**config.mk**
```make
export PLATFORM = sky130hd
export DESIGN_NAME = qdec_bin_arbiter
export DESIGN_NICKNAME = d
export VERILOG_FILES = /design/src/rtl/qdec_bin_arbiter.sv
export SDC_FILE = /design/constraint.sdc
export NUM_CORES = 1
export LEC_CHECK = 0
export ABC_AREA = 1
export CAP_MARGIN = 20
export CORE_UTILIZATION = 51
export DETAILED_ROUTE_END_ITERATION = 10
export GPL_TIMING_DRIVEN = 0
export PLACE_DENSITY_LB_ADDON = 0.08
export SLEW_MARGIN = 20
export SYNTH_ARGS = -nofsm -noshare
export SYNTH_HDL_FRONTEND = slang
export SYNTH_SLANG_ARGS = --single-unit
```
**constraint.sdc**
```tcl
create_clock -name clk -period 5.89 [get_ports clk]
set_input_delay 0.589 -clock clk [delete_from_list [all_inputs] [get_ports clk]]
set_output_delay 0.589 -clock clk [all_outputs]
set_load 0.02 [all_outputs]
```
**src/rtl/qdec_bin_arbiter.sv**
```systemverilog
// -----------------------------------------------------------------------------
// qdec_bin_arbiter
//
// Round-robin arbiter that shares one CABAC bin-decoding engine among several
// syntax sub-FSMs. Only one one-bin request is outstanding at the engine at
// any time. The bin that comes back is routed to the requester that owns it.
// A requester can hold req_lock high to keep the engine across consecutive
// bins of one syntax element, so its bins are never interleaved with another
// requester's bins.
//
// Parameters
//   NUM_REQ      number of requesters (2..8)
//   ADDR_W       context address width
//
// Ports
//   clk, rst_n     clock, asynchronous active-low reset
//   req_vld        per-requester bin request
//   req_ctx_addr   packed context addresses, requester i at [i*ADDR_W +: ADDR_W]
//   req_ep         per-requester bypass flag
//   req_lock       per-requester "keep the grant after this bin"
//   req_ack        one-cycle pulse when a request is captured
//   bin_out        decoded bin value
//   bin_out_vld    one-hot pulse naming the owner of bin_out
//   grant_id       index of the current owner (meaningful while busy=1)
//   busy           high in every state except IDLE
//   bin_count      bins completed in the current grant session, saturating
//   err_spurious   sticky flag: a bin arrived while none was expected
//   ctx_addr       context address to the engine
//   ctx_addr_vld   pulse coincident with dec_run
//   dec_run        one-cycle engine start pulse
//   EPMode         bypass flag to the engine
//   dec_rdy        engine can accept a new bin
//   ruiBin         decoded bin from the engine
//   ruiBin_vld     ruiBin is valid
// -----------------------------------------------------------------------------
module qdec_bin_arbiter #(
    parameter int NUM_REQ = 4,
    parameter int ADDR_W  = 10
) (
    input  logic                      clk,
    input  logic                      rst_n,
    input  logic [NUM_REQ-1:0]        req_vld,
    input  logic [NUM_REQ*ADDR_W-1:0] req_ctx_addr,
    input  logic [NUM_REQ-1:0]        req_ep,
    input  logic [NUM_REQ-1:0]        req_lock,
    output logic [NUM_REQ-1:0]        req_ack,
    output logic                      bin_out,
    output logic [NUM_REQ-1:0]        bin_out_vld,
    output logic [2:0]                grant_id,
    output logic                      busy,
    output logic [7:0]                bin_count,
    output logic                      err_spurious,
    output logic [ADDR_W-1:0]         ctx_addr,
    output logic                      ctx_addr_vld,
    output logic                      dec_run,
    output logic                      EPMode,
    input  logic                      dec_rdy,
    input  logic                      ruiBin,
    input  logic                      ruiBin_vld
);

    // Per-requester vectors are widened to 8 entries so that a 3-bit
    // requester index can address them without width mismatches.
    localparam int MAX_REQ = 8;

    typedef enum logic [1:0] {
        IDLE     = 2'd0,
        ISSUE    = 2'd1,
        WAIT_BIN = 2'd2,
        LOCKED   = 2'd3
    } state_t;

    state_t              state_reg, state_next;
    logic [2:0]          grant_reg, grant_next;
    logic [2:0]          rr_ptr_reg, rr_ptr_next;
    logic [ADDR_W-1:0]   addr_reg, addr_next;
    logic                ep_reg, ep_next;
    logic [NUM_REQ-1:0]  req_ack_reg, req_ack_next;
    logic                bin_out_reg, bin_out_next;
    logic [NUM_REQ-1:0]  bin_out_vld_reg, bin_out_vld_next;
    logic                busy_reg, busy_next;
    logic [7:0]          bin_count_reg, bin_count_next;
    logic                err_reg, err_next;
    logic                dec_run_reg, dec_run_next;

    logic [MAX_REQ-1:0]  vld_ext;
    logic [MAX_REQ-1:0]  ep_ext;
    logic [MAX_REQ-1:0]  lock_ext;
    logic [ADDR_W-1:0]   addr_arr [MAX_REQ];

    // Unpack the per-requester inputs; unused slots read as zero.
    generate
        for (genvar gi = 0; gi < MAX_REQ; gi++) begin : g_unpack
            if (gi < NUM_REQ) begin : g_used
                assign vld_ext[gi]  = req_vld[gi];
                assign ep_ext[gi]   = req_ep[gi];
                assign lock_ext[gi] = req_lock[gi];
                assign addr_arr[gi] = req_ctx_addr[gi*ADDR_W +: ADDR_W];
            end else begin : g_unused
                assign vld_ext[gi]  = 1'b0;
                assign ep_ext[gi]   = 1'b0;
                assign lock_ext[gi] = 1'b0;
                assign addr_arr[gi] = '0;
            end
        end
    endgenerate

    // rot_idx[k] is the requester examined k-th when searching upward from
    // rr_ptr, wrapping modulo NUM_REQ (NUM_REQ need not be a power of two).
    logic [3:0] rot_sum [NUM_REQ];
    logic [2:0] rot_idx [NUM_REQ];

    generate
        for (genvar gi = 0; gi < NUM_REQ; gi++) begin : g_rotate
            assign rot_sum[gi] = {1'b0, rr_ptr_reg} + 4'(gi);
            assign rot_idx[gi] = (rot_sum[gi] >= 4'(NUM_REQ))
                                 ? 3'(rot_sum[gi] - 4'(NUM_REQ))
                                 : rot_sum[gi][2:0];
        end
    endgenerate

    logic       arb_found;
    logic [2:0] arb_idx;

    // Scan from the farthest offset down so the nearest requester wins.
    always_comb begin
        arb_found = 1'b0;
        arb_idx   = '0;
        for (int k = NUM_REQ - 1; k >= 0; k--) begin
            if (vld_ext[rot_idx[k]]) begin
                arb_found = 1'b1;
                arb_idx   = rot_idx[k];
            end
        end
    end

    function automatic logic [NUM_REQ-1:0] onehot(input logic [2:0] idx);
        logic [MAX_REQ-1:0] v;
        v = 8'd1 << idx;
        return v[NUM_REQ-1:0];
    endfunction

    function automatic logic [2:0] next_ptr(input logic [2:0] idx);
        return (idx == 3'(NUM_REQ - 1)) ? 3'd0 : idx + 3'd1;
    endfunction

    always_comb begin
        state_next       = state_reg;
        grant_next       = grant_reg;
        rr_ptr_next      = rr_ptr_reg;
        addr_next        = addr_reg;
        ep_next          = ep_reg;
        req_ack_next     = '0;
        bin_out_next     = bin_out_reg;
        bin_out_vld_next = '0;
        bin_count_next   = bin_count_reg;
        err_next         = err_reg;
        dec_run_next     = 1'b0;

        // A bin is only expected while waiting for one; anything else is
        // dropped and flagged.
        if (ruiBin_vld && (state_reg != WAIT_BIN)) begin
            err_next = 1'b1;
        end

        case (state_reg)
            IDLE: begin
                if (arb_found) begin
                    grant_next     = arb_idx;
                    addr_next      = addr_arr[arb_idx];
                    ep_next        = ep_ext[arb_idx];
                    bin_count_next = '0;
                    req_ack_next   = onehot(arb_idx);
                    state_next     = ISSUE;
                end
            end
            ISSUE: begin
                if (dec_rdy) begin
                    dec_run_next = 1'b1;
                    state_next   = WAIT_BIN;
                end
            end
            WAIT_BIN: begin
                if (ruiBin_vld) begin
                    bin_out_next     = ruiBin;
                    bin_out_vld_next = onehot(grant_reg);
                    bin_count_next   = (bin_count_reg == 8'hFF) ? 8'hFF
                                                                : bin_count_reg + 8'd1;
                    if (lock_ext[grant_reg]) begin
                        state_next = LOCKED;
                    end else begin
                        rr_ptr_next = next_ptr(grant_reg);
                        state_next  = IDLE;
                    end
                end
            end
            LOCKED: begin
                // Only the lock owner is considered; the session count keeps
                // running across its bins.
                if (vld_ext[grant_reg]) begin
                    addr_next    = addr_arr[grant_reg];
                    ep_next      = ep_ext[grant_reg];
                    req_ack_next = onehot(grant_reg);
                    state_next   = ISSUE;
                end else if (!lock_ext[grant_reg]) begin
                    rr_ptr_next = next_ptr(grant_reg);
                    state_next  = IDLE;
                end
            end
            default: begin
                state_next = IDLE;
            end
        endcase

        busy_next = (state_next != IDLE);
    end

    always_ff @(posedge clk or negedge rst_n) begin
        if (!rst_n) begin
            state_reg       <= IDLE;
            grant_reg       <= '0;
            rr_ptr_reg      <= '0;
            addr_reg        <= '0;
            ep_reg          <= 1'b0;
            req_ack_reg     <= '0;
            bin_out_reg     <= 1'b0;
            bin_out_vld_reg <= '0;
            busy_reg        <= 1'b0;
            bin_count_reg   <= '0;
            err_reg         <= 1'b0;
            dec_run_reg     <= 1'b0;
        end else begin
            state_reg       <= state_next;
            grant_reg       <= grant_next;
            rr_ptr_reg      <= rr_ptr_next;
            addr_reg        <= addr_next;
            ep_reg          <= ep_next;
            req_ack_reg     <= req_ack_next;
            bin_out_reg     <= bin_out_next;
            bin_out_vld_reg <= bin_out_vld_next;
            busy_reg        <= busy_next;
            bin_count_reg   <= bin_count_next;
            err_reg         <= err_next;
            dec_run_reg     <= dec_run_next;
        end
    end

    assign req_ack      = req_ack_reg;
    assign bin_out      = bin_out_reg;
    assign bin_out_vld  = bin_out_vld_reg;
    assign grant_id     = grant_reg;
    assign busy         = busy_reg;
    assign bin_count    = bin_count_reg;
    assign err_spurious = err_reg;
    assign ctx_addr     = addr_reg;
    assign ctx_addr_vld = dec_run_reg;
    assign dec_run      = dec_run_reg;
    assign EPMode       = ep_reg;

endmodule

```
## Yosys cells after proc, flatten, opt, wreduce, memory -nomap -nowiden

Index checks and enable logic that the tools add are counted.

- $add $sub $neg: 9
- Order comparisons: 12
- Eq/ne operators: 10
- Shifts and indexed selects: 2
- Mux-type cells: 63
- Bitwise logic cells: 2
- Reductions and logical operators: 11

Operators by type and width:

| operator | count |
|---|---|
| 10-bit binary-select mux with 3-bit select | 2 |
| 10-bit two-way mux | 6 |
| 3-bit two-way mux | 12 |
| 1-bit binary-select mux with 3-bit select | 8 |
| 3-bit by 4-bit less-than comparator with 1-bit output (second input constant) | 6 |
| 8-bit two-way mux | 3 |
| 10-bit case mux with 2 select lines | 1 |
| 1-bit two-way mux | 16 |
| 4-bit two-way mux | 4 |
| 8-bit case mux with 2 select lines | 1 |
| 4-bit by 3-bit >= comparator with 1-bit output (second input constant) | 3 |
| 2-bit two-way mux | 6 |
| 3-bit subtractor (second input constant) | 4 |
| 2-bit != test (second input constant) | 5 |
| 3-bit AND reduction | 3 |
| 3-bit by 2-bit adder with 4-bit output (second input constant) | 2 |
| 8-bit by 1-bit adder with 8-bit output (second input constant) | 1 |
| 8-bit equality test (second input constant) | 1 |
| 4-bit >= comparator (second input constant) | 2 |
| 3-bit NOT with 4-bit output | 2 |
| 2-bit case mux with 4 select lines | 1 |
| 4-bit case mux with 2 select lines | 1 |
| 2-bit nonzero test | 4 |
| 1-bit by 3-bit left shift with 4-bit output (first input constant) | 2 |
| 11 further kinds | 13 |

- Register bits: 39
- Input port bits: 57
- Output and inout port bits: 35

## Logic depth before layout (Yosys ltp)

- Depth in word-level cells: 15
- Mapped depth: 15
- Depth with buffers taken out: 14

## Least setup slack after synthesis

No wires, ideal clock.

- Kind: reg2reg
- Start point: register rr_ptr_reg[0]
- End point: register ep_reg, in the netlist EPMode
- Setup time: 122 ps
- Arrival: 1,858 ps
- Setup slack: 3,910 ps
- Cell stages (with the launch flop): 14
- Buffers on the path: 1
- Clock period less this slack: 1,980 ps
- Cell sequence: dfrtp_1 -> inv_2 -> ha_1 -> inv_1 -> nand3_1 -> nand3_1 -> nand2_1 -> nor2_1 -> nand2_1 -> nand2_1 -> inv_1 -> buf_2 -> nor2_1 -> a21oi_1

- Word-level cells in the longest chain between the ends: 13

Ends and longest elaborated chain:

| element | line | text |
|---|---|---|
| start: declaration | 75 | `logic [2:0] rr_ptr_reg, rr_ptr_next;` |
| start signal: assignment | 235 | `rr_ptr_reg <= rr_ptr_next;` |
| 3-bit by 2-bit adder with 4-bit output | 115 | `assign rot_sum[gi] = {1'b0, rr_ptr_reg} + 4'(gi);` |
| 4-bit by 3-bit >= comparator with 1-bit output or 3-bit subtractor (tied branches) | 116, 117 |  |
| 3-bit two-way mux | 117 | `? 3'(rot_sum[gi] - 4'(NUM_REQ))` |
| 1-bit binary-select mux with 3-bit select | 130 | `if (vld_ext[rot_idx[k]]) begin` |
| 1-bit two-way mux (not written as such) | 130 |  |
| 3-bit two-way mux (4 in a row) | 130 |  |
| 1-bit binary-select mux with 3-bit select | 171 | `ep_next = ep_ext[arb_idx];` |
| 1-bit two-way mux (not written as such) | 171 |  |
| 1-bit two-way mux | 168 | `if (arb_found) begin` |
| 1-bit case mux with 2 select lines | 166 | `case (state_reg)` |
| end signal: assignment | 237 | `ep_reg <= ep_next;` |
| end: declaration | 77 | `logic ep_reg, ep_next;` |

Several ways; a longest one is shown, not always the timed one. The select of a mux whose other input is x is not followed.
A chain may end at the register's enable or synchronous reset.

## Worst setup path after layout

- Start point: register rr_ptr_reg[0]
- End point: register addr_reg[2], in the netlist ctx_addr[2]

- Word-level cells in the longest chain between the ends: 15

Ends and longest elaborated chain:

| element | line | text |
|---|---|---|
| 3-bit by 2-bit adder with 4-bit output | 115 |  |
| 4-bit by 3-bit >= comparator with 1-bit output or 3-bit subtractor (tied branches) | 116, 117 |  |
| 3-bit two-way mux | 117 |  |
| 1-bit binary-select mux with 3-bit select | 130 |  |
| 1-bit two-way mux (not written as such) | 130 |  |
| 3-bit two-way mux (4 in a row) | 130 |  |
| 3-bit NOT with 4-bit output (not written as such) | 170 | `addr_next = addr_arr[arb_idx];` |
| 10-bit binary-select mux with 3-bit select | 170 |  |
| 10-bit two-way mux (not written as such) (2 in a row) | 170 |  |
| 10-bit two-way mux | 168 |  |
| 10-bit case mux with 2 select lines | 166 |  |
| end signal: assignment | 236 | `addr_reg <= addr_next;` |
| end: declaration | 76 | `logic [ADDR_W-1:0] addr_reg, addr_next;` |

Several ways; a longest one is shown, not always the timed one. The select of a mux whose other input is x is not followed.

==> impl_metrics.ini <==
[synth]
synth_top_area_cell = dfrtp_1
synth.area.top_cells = dfrtp_1, nand3_1, nand2_1, nor2_1, a21oi_1
synthArstFlopShare_pct = 100.0
ys_seq_area_share_pct = 33.52
yosysMostFrequentCell = nand2_1
synth_seq_cells = 39
ys_types = 31
synth-main-ff-cell = dfrtp_1
ys_warn_count = 0
synthCells = 434
syn_area_per_cell_um2 = 6.709
syn-num-nets = 503
synth_top_cells_by_count = nand2_1, nand3_1, nor2_1
synth_top_cell_area_share_pct = 33.52
netlist_area_mm2 = 0.002912
synth_edf_count = 0

[run_status]
outcome = completed

[sta]
finalSetupTns_ps = 0
setup_viol = 0
tightest_slew_ps = 627.6
period_share_pct = 43.44
rsz0062_at_grt = false
fmax_mhz = 390.9
clock_skew_ps = 7.318
max_slew_margin_pct = 58.16
fin_crit_ps = 2558
finalHoldViolCount = 0
slew_viol_final = 0

[setup_path]
crit_type = flop to flop
critPathRequiredTime_ps = 6070
slowest_delay_ps = 510
cpMostUsedCell = nand2_1
crit_path_cell_trace = inv_2, ha_1, inv_1, nand3_1, nand3_1, nand2_1, nor2_1, nand2_1, nand2_1, inv_1, buf_2, nor2_1, a21oi_1
cp.arrival_ps = 2740
crit_fanout = 10
end_kind = flop
cp_slowest_cell = dfrtp_1
startpoint_type = flop

[placed_design]
port_buffers = 91
placed_cell_area_mm2 = 0.003928
dp_hpwl_um = 6668
place_congestion = 0.9345

[routing]
wl_per_cell_um = 15.17
viasPerCell = 5.838
wl_um = 9194
final_antenna_net_count = 0
first_pass_iters = 5
drc = 0
drtIter0Drc = 238
vias = 3538

[layout]
fin_area_mm2 = 0.004013
syn_to_final_growth_pct = 37.82
drive_gt1_share_pct = 6.554
largest_register_ffs = 10
final_nets = 602
diodes = 0
n_fill_cell = 449

[cts]
cts-htree-levels = 2
post_cts_buffers = 0
clock_path_buffers = 2
cts.repair.resized = 0
cts_hold_buf = 0
clk-insertion-delay-late_ps = 290
cts_root_buffer = clkbuf_8
cts.sinks = 39
numCtsBuffers = 5
clk_pin_slew_ps = 90
cts_tree = built

[floorplanning]
core_area_mm2 = 0.005507
initial_core_util_pct = 52.87
die-area_mm2 = 0.006015
rows = 27
fp.dieH_um = 77.56
fp.dieW_um = 77.56
ios = 92

[global_route]
grt_pass1_wl_um = 15120
grt_use_total_pct = 31.56
grt_max_degree = 34
gr-total-overflow = 0
grt_pass1_vias = 3302
antenna_found_initial = 0

[power]
power_density_mw_per_mm2 = 629.5
peakVddDrop_mv = 0.3244
p_leak_uw = 0.001811

[worst_hold_path]
holdCritPathClass = primary input to asynchronous set/reset pin

[flow_run]
max-cap-violations = 0
[per-stage QoR]
step | total power, uW | setup slack, ps | hold slack, ps | instances | utilization, %
2_1_floorplan | 1733 | 3910 | 293.4 | 434 | -
3_3_place_gp | 2255 | 3232 | 441.1 | 597 | 71.05
3_5_place_dp | 2285 | 3292 | 448.6 | 598 | 71.32
4_1_cts | 2475 | 3409 | 151.7 | 606 | 72.87
5_1_grt | 2739 | 3142 | 145.3 | 606 | 72.87
6_report | 2526 | 3332 | 137.9 | 606 | 72.87
[power breakdown]
part	internal (uW)	total, uW	switching (uW)	leakage [uW]
Clock	82.9	184	101	0.0000412
Combinational	691	1910	1220	0.00128
Sequential	363	434	71.2	0.000490
Total	1140	2530	1390	0.00181
[cell families (layout without fill, tap and decap cells)]
family / after synthesis / count (layout) / synth area share [%]
multiplexers: 1 / 1 / 0.3867
buffers and inverters: 60 / 160 / 8.896
AND/OR/NAND/NOR: 223 / 223 / 33.22
adder cells (fa/ha/maj): 12 / 12 / 5.157
flip-flops: 39 / 39 / 33.52
AO/OA/AOI/OAI: 98 / 98 / 18.52
XOR/XNOR: 1 / 1 / 0.3009
[metal layers]
metal / up-vias / track usage (%) / share of wire, %
met5: - / 0 / 0
met4: 0 / 14.72 / 3.8
met3: 44 / 5.882 / 11
met2: 251 / 49.56 / 44
met1: 1577 / 41.98 / 41
li1: 1666 / - / -
[final cells by class]
| class | count | area [um2] | share of cell area, % |
|---|---|---|---|
| Buffer | 23 | 120.1 | 2.993 |
| Inverter | 37 | 138.9 | 3.461 |
| Multi-Input combinational cell | 335 | 1677 | 41.78 |
| Timing Repair Buffer | 92 | 925.9 | 23.07 |
| Tap cell | 72 | 90.09 | 2.245 |
| Clock buffer | 6 | 72.57 | 1.809 |
| Clock inverter | 2 | 12.51 | 0.3118 |
| Sequential cell | 39 | 975.9 | 24.32 |
[critical path, delay by kind of cell (launching register included)]
kind | cells | cell delay (ps)
buffers and inverters | 4 | 550
flip-flops | 1 | 510
AND/OR/NAND/NOR | 7 | 980
adder cells (fa/ha/maj) | 1 | 350
AO/OA/AOI/OAI | 1 | 50
[layout by cell type, fill, tap and decap left out, types with 6 or more instances in the layout]
| cell | synthesis | final |
|---|---|---|
| clkdlybuf4s50_1 | 0 | 90 |
| nand2_1 | 80 | 80 |
| nand3_1 | 74 | 74 |
| nor2_1 | 56 | 56 |
| dfrtp_1 | 39 | 39 |
| a21oi_1 | 37 | 37 |
| inv_1 | 36 | 36 |
| o21ai_0 | 36 | 36 |
| ha_1 | 12 | 12 |
| o22ai_1 | 11 | 11 |
| buf_2 | 9 | 10 |
| clkbuf_1 | 7 | 8 |
| nand2_2 | 6 | 6 |
[final timing paths]
path,depth (start not counted),slack [ps],from,endpoint
min in group clk,1,470,err_spurious$_DFFE_PN0P_,err_spurious$_DFFE_PN0P_
worst min register to register,1,470,err_spurious$_DFFE_PN0P_,err_spurious$_DFFE_PN0P_
worst max register to register,13,3330,rr_ptr_reg[0]$_DFFE_PN0P_,ctx_addr[2]$_DFFE_PN0P_
worst max-delay path,13,3330,rr_ptr_reg[0]$_DFFE_PN0P_,ctx_addr[2]$_DFFE_PN0P_
max in group asynchronous,2,5310,rst_n,bin_count[6]$_DFFE_PN0P_
worst min-delay path,1,140,rst_n,ctx_addr[1]$_DFFE_PN0P_
(Power assumes the default switching activity.)
